<file path="src/rtl/fetch_buffer_if.sv">
// Fetch-stage bus bundle: redirect input, icache request/response and decode-side queue head.
interface fetch_buffer_if #(
  parameter int unsigned WIDTH = 16,
  parameter int unsigned DEPTH = 4
);

  localparam int unsigned CNT_W = $clog2(DEPTH + 1);

  // Redirect from branch/trap/JSR resolution
  logic             redirect;
  logic [WIDTH-1:0] redirect_pc;

  // Icache request/response
  logic [WIDTH-1:0] icache_address;
  logic             icache_read;
  logic [WIDTH-1:0] icache_rdata;
  logic             icache_resp;

  // Decode side
  logic             deq_ready;
  logic             out_valid;
  logic [WIDTH-1:0] out_ir;
  logic [WIDTH-1:0] out_pc;
  logic [WIDTH-1:0] out_new_pc;
  logic [CNT_W-1:0] count;

  // Fetch stage side
  modport slave (
    input  redirect, redirect_pc, icache_rdata, icache_resp, deq_ready,
    output icache_address, icache_read, out_valid, out_ir, out_pc, out_new_pc, count
  );

  // Environment side (icache, decode, redirect source)
  modport master (
    output redirect, redirect_pc, icache_rdata, icache_resp, deq_ready,
    input  icache_address, icache_read, out_valid, out_ir, out_pc, out_new_pc, count
  );

endinterface

</file>
<file path="src/rtl/fetch_buffer.sv">
// Instruction-fetch stage: owns the fetch PC, keeps one icache read outstanding and
// queues returned words with their PC for decode; a redirect flushes everything in one cycle.
module fetch_buffer #(
  parameter int unsigned       WIDTH    = 16,
  parameter int unsigned       DEPTH    = 4,
  parameter logic [WIDTH-1:0]  PC_RESET = '0
) (
  input  logic          clk,
  input  logic          reset,
  fetch_buffer_if.slave bus
);

  localparam int unsigned PTR_W = $clog2(DEPTH);
  localparam int unsigned CNT_W = $clog2(DEPTH + 1);

  localparam logic [CNT_W-1:0] CNT_FULL   = CNT_W'(DEPTH);
  localparam logic [WIDTH-1:0] INSN_BYTES = WIDTH'(2);

  typedef struct packed {
    logic [WIDTH-1:0] ir;
    logic [WIDTH-1:0] pc;
  } entry_t;

  entry_t           mem_q [DEPTH];
  logic [WIDTH-1:0] pc_q,    pc_d;
  logic [PTR_W-1:0] head_q,  head_d;
  logic [PTR_W-1:0] tail_q,  tail_d;
  logic [CNT_W-1:0] count_q, count_d;

  logic   read_c;
  logic   enq_c;
  logic   deq_c;
  logic   valid_c;
  entry_t head_c;

  // Request whenever there is room; while waiting count can only fall, so the request holds
  assign valid_c = (count_q != '0);
  assign read_c  = !reset && !bus.redirect && (count_q != CNT_FULL);
  assign enq_c   = read_c && bus.icache_resp;
  assign deq_c   = valid_c && bus.deq_ready;

  // Next-state for PC, pointers and occupancy; redirect flushes and discards same-cycle traffic
  always_comb begin
    pc_d    = pc_q;
    head_d  = head_q;
    tail_d  = tail_q;
    count_d = count_q;
    if (bus.redirect) begin
      pc_d    = bus.redirect_pc;
      head_d  = '0;
      tail_d  = '0;
      count_d = '0;
    end else begin
      if (enq_c) begin
        tail_d = tail_q + PTR_W'(1);
        pc_d   = pc_q + INSN_BYTES;
      end
      if (deq_c) begin
        head_d = head_q + PTR_W'(1);
      end
      if (enq_c && !deq_c) begin
        count_d = count_q + CNT_W'(1);
      end else if (!enq_c && deq_c) begin
        count_d = count_q - CNT_W'(1);
      end
    end
  end

  // Control state registers with synchronous reset
  always_ff @(posedge clk) begin
    if (reset) begin
      pc_q    <= PC_RESET;
      head_q  <= '0;
      tail_q  <= '0;
      count_q <= '0;
    end else begin
      pc_q    <= pc_d;
      head_q  <= head_d;
      tail_q  <= tail_d;
      count_q <= count_d;
    end
  end

  // Queue storage: returned word tagged with the address it was fetched from
  always_ff @(posedge clk) begin
    if (enq_c) begin
      mem_q[tail_q] <= '{ir: bus.icache_rdata, pc: pc_q};
    end
  end

  // Head entry presented to decode, zeroed when the queue is empty
  always_comb begin
    head_c = mem_q[head_q];
    if (!valid_c) begin
      head_c = '0;
    end
  end

  assign bus.icache_address = pc_q;
  assign bus.icache_read    = read_c;
  assign bus.out_valid      = valid_c;
  assign bus.out_ir         = head_c.ir;
  assign bus.out_pc         = head_c.pc;
  assign bus.out_new_pc     = valid_c ? (head_c.pc + INSN_BYTES) : '0;
  assign bus.count          = count_q;

endmodule

</file>
<file path="src/flat_wrapper.sv">
// flat-port wrapper written by rule: the top's interface ports become plain ports
module fetch_buffer_flat 
#(
  parameter int unsigned       WIDTH    = 16,
  parameter int unsigned       DEPTH    = 4,
  parameter logic [WIDTH-1:0]  PC_RESET = '0
)
  (clk, reset, bus_redirect, bus_redirect_pc, bus_icache_rdata, bus_icache_resp, bus_deq_ready, bus_icache_address, bus_icache_read, bus_out_valid, bus_out_ir, bus_out_pc, bus_out_new_pc, bus_count);
  fetch_buffer_if #(.WIDTH(WIDTH), .DEPTH(DEPTH)) bus_i ();
  input  logic clk;
  input  logic reset;
  input wire logic [$bits(bus_i.redirect)-1:0] bus_redirect;
  input wire logic [$bits(bus_i.redirect_pc)-1:0] bus_redirect_pc;
  input wire logic [$bits(bus_i.icache_rdata)-1:0] bus_icache_rdata;
  input wire logic [$bits(bus_i.icache_resp)-1:0] bus_icache_resp;
  input wire logic [$bits(bus_i.deq_ready)-1:0] bus_deq_ready;
  output wire logic [$bits(bus_i.icache_address)-1:0] bus_icache_address;
  output wire logic [$bits(bus_i.icache_read)-1:0] bus_icache_read;
  output wire logic [$bits(bus_i.out_valid)-1:0] bus_out_valid;
  output wire logic [$bits(bus_i.out_ir)-1:0] bus_out_ir;
  output wire logic [$bits(bus_i.out_pc)-1:0] bus_out_pc;
  output wire logic [$bits(bus_i.out_new_pc)-1:0] bus_out_new_pc;
  output wire logic [$bits(bus_i.count)-1:0] bus_count;
  assign bus_i.redirect = bus_redirect;
  assign bus_i.redirect_pc = bus_redirect_pc;
  assign bus_i.icache_rdata = bus_icache_rdata;
  assign bus_i.icache_resp = bus_icache_resp;
  assign bus_i.deq_ready = bus_deq_ready;
  assign bus_icache_address = bus_i.icache_address;
  assign bus_icache_read = bus_i.icache_read;
  assign bus_out_valid = bus_i.out_valid;
  assign bus_out_ir = bus_i.out_ir;
  assign bus_out_pc = bus_i.out_pc;
  assign bus_out_new_pc = bus_i.out_new_pc;
  assign bus_count = bus_i.count;
  fetch_buffer #(.WIDTH(WIDTH), .DEPTH(DEPTH), .PC_RESET(PC_RESET)) u_core (.clk(clk), .reset(reset), .bus(bus_i));
endmodule
</file>
<file path="config.mk">
export PLATFORM = sky130hd
export DESIGN_NAME = fetch_buffer_flat
export DESIGN_NICKNAME = d
export VERILOG_FILES = /design/src/rtl/fetch_buffer_if.sv /design/src/rtl/fetch_buffer.sv /design/src/flat_wrapper.sv
export SDC_FILE = /design/constraint.sdc
export NUM_CORES = 1
export LEC_CHECK = 0
export CAP_MARGIN = 20
export CORE_AREA = 2 2 117 119
export DETAILED_ROUTE_END_ITERATION = 8
export DIE_AREA = 0 0 119 121
export PLACE_DENSITY = 0.76
export SLEW_MARGIN = 40
export SYNTH_ARGS = -nofsm -noshare
export SYNTH_HDL_FRONTEND = slang
export SYNTH_SLANG_ARGS = --single-unit
export TNS_END_PERCENT = 30
</file>
<file path="constraint.sdc">
create_clock -name clk -period 5.3 [get_ports clk]
set_clock_uncertainty 0.05 [all_clocks]
set_input_delay 1.06 -clock clk [delete_from_list [all_inputs] [get_ports clk]]
set_output_delay 1.06 -clock clk [all_outputs]
set_load 0.05 [all_outputs]
</file>
* After elaboration in Yosys (flattened, before gate mapping)
Memory sizes are Yosys's and may differ from the RTL's. A register that Yosys moved wholly into a read port is not among the register bits. Cells that the tools add are included.
Storage, ports and cells: register bits 23, RAM bits 128, bits of input ports 37, output and inout bits 69, word-level logic and storage cells 36, memories kept 1
Operators by class: add/sub/neg operators 6, equality and inequality tests 1, mux-type cells 10, reductions and logical operators 14
Memory list:
- u_core.mem_q | words 4, width 32, rd ports 1, clocked after Yosys merged registers in 1, wr ports 1, line fetch_buffer.sv:24 | entry_t mem_q [DEPTH];
Operator list (count):
- $mux W16 | 3
- $add A16 B2 Y16 const B | 2
- $mux W32 | 1
- $logic_and A1 B1 Y1 | 6
- $mux W3 | 2
- $add A2 B1 Y2 const B | 2
- $logic_not A1 Y1 | 4
- $mux W2 | 2
- $reduce_bool A2 Y1 | 2
- $add A3 B1 Y3 const B | 1
- $ne A3 B3 Y1 const B | 1
- $reduce_bool A3 Y1 | 1
- $sub A3 B1 Y3 const B | 1
- $mux W1 | 2
- $reduce_or A2 Y1 | 1

* Depth between registers and ports, before layout
depth after elaboration 8, gate-level depth with buffers 11, depth with buffers taken out 9

* Least setup slack after synthesis
Ideal clock, no wire load.
path type register to output, from reg u_core.count_q[0], in the netlist u_core.bus.count[0], to out bus_out_new_pc[9], data arrival time 4303 ps, required time 4190 ps, path slack -113 ps, stages on the path, launching flop included 8, path buffers 1, path through dfxtp_1 -> nor3_1 -> inv_2 -> clkbuf_1 -> and2_1 -> ha_1 -> nand3_1 -> o41ai_1
Between the ends: word-level cells in the longest chain between the ends 4
Ends and longest elaborated chain:
- start, declared | line fetch_buffer.sv:28 | logic [CNT_W-1:0] count_q, count_d;
- start signal, assigned | line fetch_buffer.sv:80 | count_q <= count_d;
- $reduce_bool A3 Y1 | line fetch_buffer.sv:37 | assign valid_c = (count_q != '0);
- via bus_out_valid | line flat_wrapper.sv:19 | output wire logic [$bits(bus_i.out_valid)-1:0] bus_out_valid;
- $mux W32 | line fetch_buffer.sv:94 | if (!valid_c) begin
- via bus_out_pc[2] | line flat_wrapper.sv:21 | output wire logic [$bits(bus_i.out_pc)-1:0] bus_out_pc;
- $add A16 B2 Y16 | line fetch_buffer.sv:104 | assign bus.out_new_pc = valid_c ? (head_c.pc + INSN_BYTES) : '0;
- $mux W16 | line fetch_buffer.sv:104
- end, declared | line flat_wrapper.sv:22 | output wire logic [$bits(bus_i.out_new_pc)-1:0] bus_out_new_pc;
The timed path passes the listed nets, and every way through them passes these cells.

* Final worst setup path
from reg u_core.count_q[0], in the netlist u_core.bus.count[0], to out bus_out_new_pc[15]
Between the ends: word-level cells in the longest chain between the ends 4
Ends and longest elaborated chain (line):
- $reduce_bool A3 Y1 (*) | fetch_buffer.sv:37
- $mux W32 | fetch_buffer.sv:94
- $add A16 B2 Y16 | fetch_buffer.sv:104
- $mux W16 (*) | fetch_buffer.sv:104
Mark *: on every way between the ends. The rest lies on a longest branch, timed or not.

==> results.json <==
{
  "fin_crit_sh": 0.887,
  "internal-power_mw": 2.14,
  "finalHoldViolations": 0,
  "drc": 0,
  "ant_nets": 0,
  "rsz0062_at_grt": "no",
  "finalSetupTns_ps": 0,
  "synth_edf_count": 128,
  "clockBufferDepth": 2,
  "syn-cell-area_mm2": 0.00660,
  "p_clk_frac": 0.397,
  "worstPathMaxFanout": 15,
  "fill_cells": 899,
  "num_rows": 42,
  "cts_made_buffers": 17,
  "final-seq-area_mm2": 0.00435,
  "layout-area-overhead-vs-synth_pct": 27.7,
  "cts_resized": 0,
  "vias": 4163,
  "wl_um": 13900,
  "post-dp-hpwl_um": 9440,
  "finalPower_mw": 2.84,
  "switchingPower_mw": 0.700,
  "ys_warn_count": 0,
  "die_area_mm2": 0.0144,
  "drtIter0Drc": 381,
  "leakage_nw": 2.79,
  "max_freq_mhz": 213,
  "cts.clk_slew.worst_paths_ps": 60,
  "drv_slew": 0,
  "p_comb_frac": 0.129,
  "h-tree-depth": 4,
  "ys.flop_type": "edfxtp_1",
  "synth-async-reset-ratio": 0,
  "synthCells": 428,
  "worstMarginPinSlew_ps": 544,
  "cp-start-kind": "flop",
  "power_density_mw_per_mm2": 337,
  "multi_input_area_mm2": 0.00211,
  "clkLatencyLatePin_ps": 410,
  "finalWorstSetupSlack_ps": 599,
  "swShare": 0.246,
  "hp-class": "flop to flop",
  "synthDistinctLibCells": 53,
  "max-slew-margin-rel": 0.636,
  "grt_use_total": 0.205,
  "gr-total-overflow": 0,
  "synth.avg_cell_area_um2": 15.4,
  "final_nets": 590,
  "post_cts_buffers": 0,
  "firstDrtPassIters": 5,
  "grt_pass1_wl_um": 22400,
  "worstPathRequired_ps": 4190,
  "coreArea_mm2": 0.0131,
  "period_needed_ps": 4700,
  "cts_tree": "done",
  "detail_route.vias_per_cell": 5.67,
  "place_ws_ps": 1030,
  "worstPathArrival_ps": 3590,
  "synth_fp_nets": 473,
  "antenna_cells": 0,
  "cts_sinks": 153,
  "ys_seq_area_frac": 0.658,
  "antenna_found_initial": 0,
  "port_buffers": 105,
  "end_kind": "output port",
  "ys_ff_latch": 153,
  "grt_max_degree": 33,
  "setup_violations": 0,
  "hold_buffers": 0,
  "start_util": 0.504,
  "cts-root-buf": "clkbuf_16",
  "die_w_um": 119,
  "wire_per_inst_um": 19.0,
  "io_pins": 106,
  "grt_pass1_vias": 4253,
  "outcome": "completed",
  "critical_path_class": "flop to output port",
  "cap_viol_max_count": 0,
  "ir_worst_vdd_mv": 0.225,
  "die_h_um": 121,
  "drive_above_1_share": 0.154,
  "gp_congestion": 0.818,
  "p_seq_frac": 0.474
}
[path summary, 6_finish.rpt]
path                                            to  slack, ps                              from  cells past startpoint
setup reg to reg  u_core.bus.count[2]$_SDFFE_PP0P_       2340  u_core.bus.count[2]$_SDFFE_PP0P_                     10
setup / recovery                bus_out_new_pc[15]        600  u_core.bus.count[0]$_SDFFE_PP0P_                      9
hold reg to reg      u_core.tail_q[1]$_SDFFE_PP0P_        500     u_core.tail_q[1]$_SDFFE_PP0P_                      2
hold / removal       u_core.tail_q[1]$_SDFFE_PP0P_        500     u_core.tail_q[1]$_SDFFE_PP0P_                      2
[power by group through the flow]
stage                     clock network, mW  registers [mW]  logic [mW]
after CTS                              1.15            1.35       0.368
after floorplan                           0            1.39       0.205
after detailed placement                  0            1.37       0.366
after global placement                    0            1.37       0.361
after global routing                   1.20            1.35       0.386
final                                  1.13            1.35       0.366
[critical path, stage by stage (launching register included)]
cell,delay (ps)
dfxtp_1,450
nor3_2,70
buf_4,200
inv_2,240
and2_1,210
ha_1,190
nand3_1,230
or4_4,550
mux2_4,310
clkdlybuf4s50_1,720
[registers in the layout (all words and copies together) (netlist names), named ones only]
| signal | flops |
|---|---|
| u_core.bus.icache_address | 16 |
| u_core.head_q | 2 |
| u_core.bus.count | 3 |
| u_core.mem_q | 128 |
| u_core.tail_q | 2 |
[stage by stage]
stage                     hold slack (ps)  utilization  area, µm²  instances
after floorplan                       435            -       6610        428
after global placement                455        0.601       7860        702
after detailed placement              480        0.601       7860        702
after CTS                             493        0.644       8420        734
after global routing                  537        0.644       8430        734
final                                 502        0.644       8430        734
[area by class of cell]
cell class	instances	area share
Sequential cell	153	0.516
Multi-Input combinational cell	243	0.251
Clock inverter	14	0.0157
Clock buffer	18	0.0509
Tap cell	176	0.0261
Timing Repair Buffer	118	0.135
Inverter	12	0.00535
[metal layers]
metal / global-route usage / vias to the layer above / share of wire / routed length (µm)
li1: - / 1895 / - / -
met1: 0.273 / 2065 / 0.43 / 5990
met2: 0.327 / 183 / 0.49 / 6810
met3: 0.0573 / 20 / 0.064 / 887
met4: 0.0707 / 0 / 0.018 / 255
met5: 0 / - / 0 / 0
[synth_stat cells, types with 2 or more instances]
cell      number  area, µm²
mux4_2        26        586
o21ai_0       11       55.1
nand2_1       21       78.8
xor2_1         6       52.6
nor2_1        31        116
a21oi_1       19       95.1
or3_1          4       25.0
ha_1           7       87.6
clkbuf_1      12       45.0
a22oi_1        2       15.0
and2_1        37        231
buf_2          2       10.0
o21a_1         2       15.0
xnor2_1        6       52.6
a32oi_1        2       17.5
and2_0         2       12.5
nor3_1         7       35.0
mux2i_1        3       30.0
or4_1          2       15.0
nand3_1       10       50.1
mux4_1         8        210
dfxtp_1       25        500
nand4_1        6       37.5
a31oi_1        4       25.0
or4_4          2       22.5
inv_1         10       37.5
o21ai_1        2       10.0
buf_4          3       22.5
nor4_1         4       25.0
o31ai_1        2       15.0
edfxtp_1     128       3840
[cell families (layout without fill, tap and decap cells)]
family,Yosys count,count (layout),synth area share
buf+inv,32,162,0.0239
fa+ha+maj,8,8,0.0163
flops,153,153,0.658
xor+xnor,12,12,0.0159
compound gates,49,49,0.0444
mux,40,40,0.131
simple gates,134,134,0.110
[cell usage in the layout (no fill, tap or decap), types with 10 or more instances in the layout]
cell	Yosys	layout
a21oi_1	19	19
and2_1	37	34
buf_4	3	16
clkbuf_16	0	17
clkdlybuf4s50_1	0	102
dfxtp_1	25	24
edfxtp_1	128	128
inv_1	10	10
mux4_2	26	26
nand2_1	21	21
nand3_1	10	10
nor2_1	31	31
o21ai_0	11	11
Power figures use the tool's default switching activity.
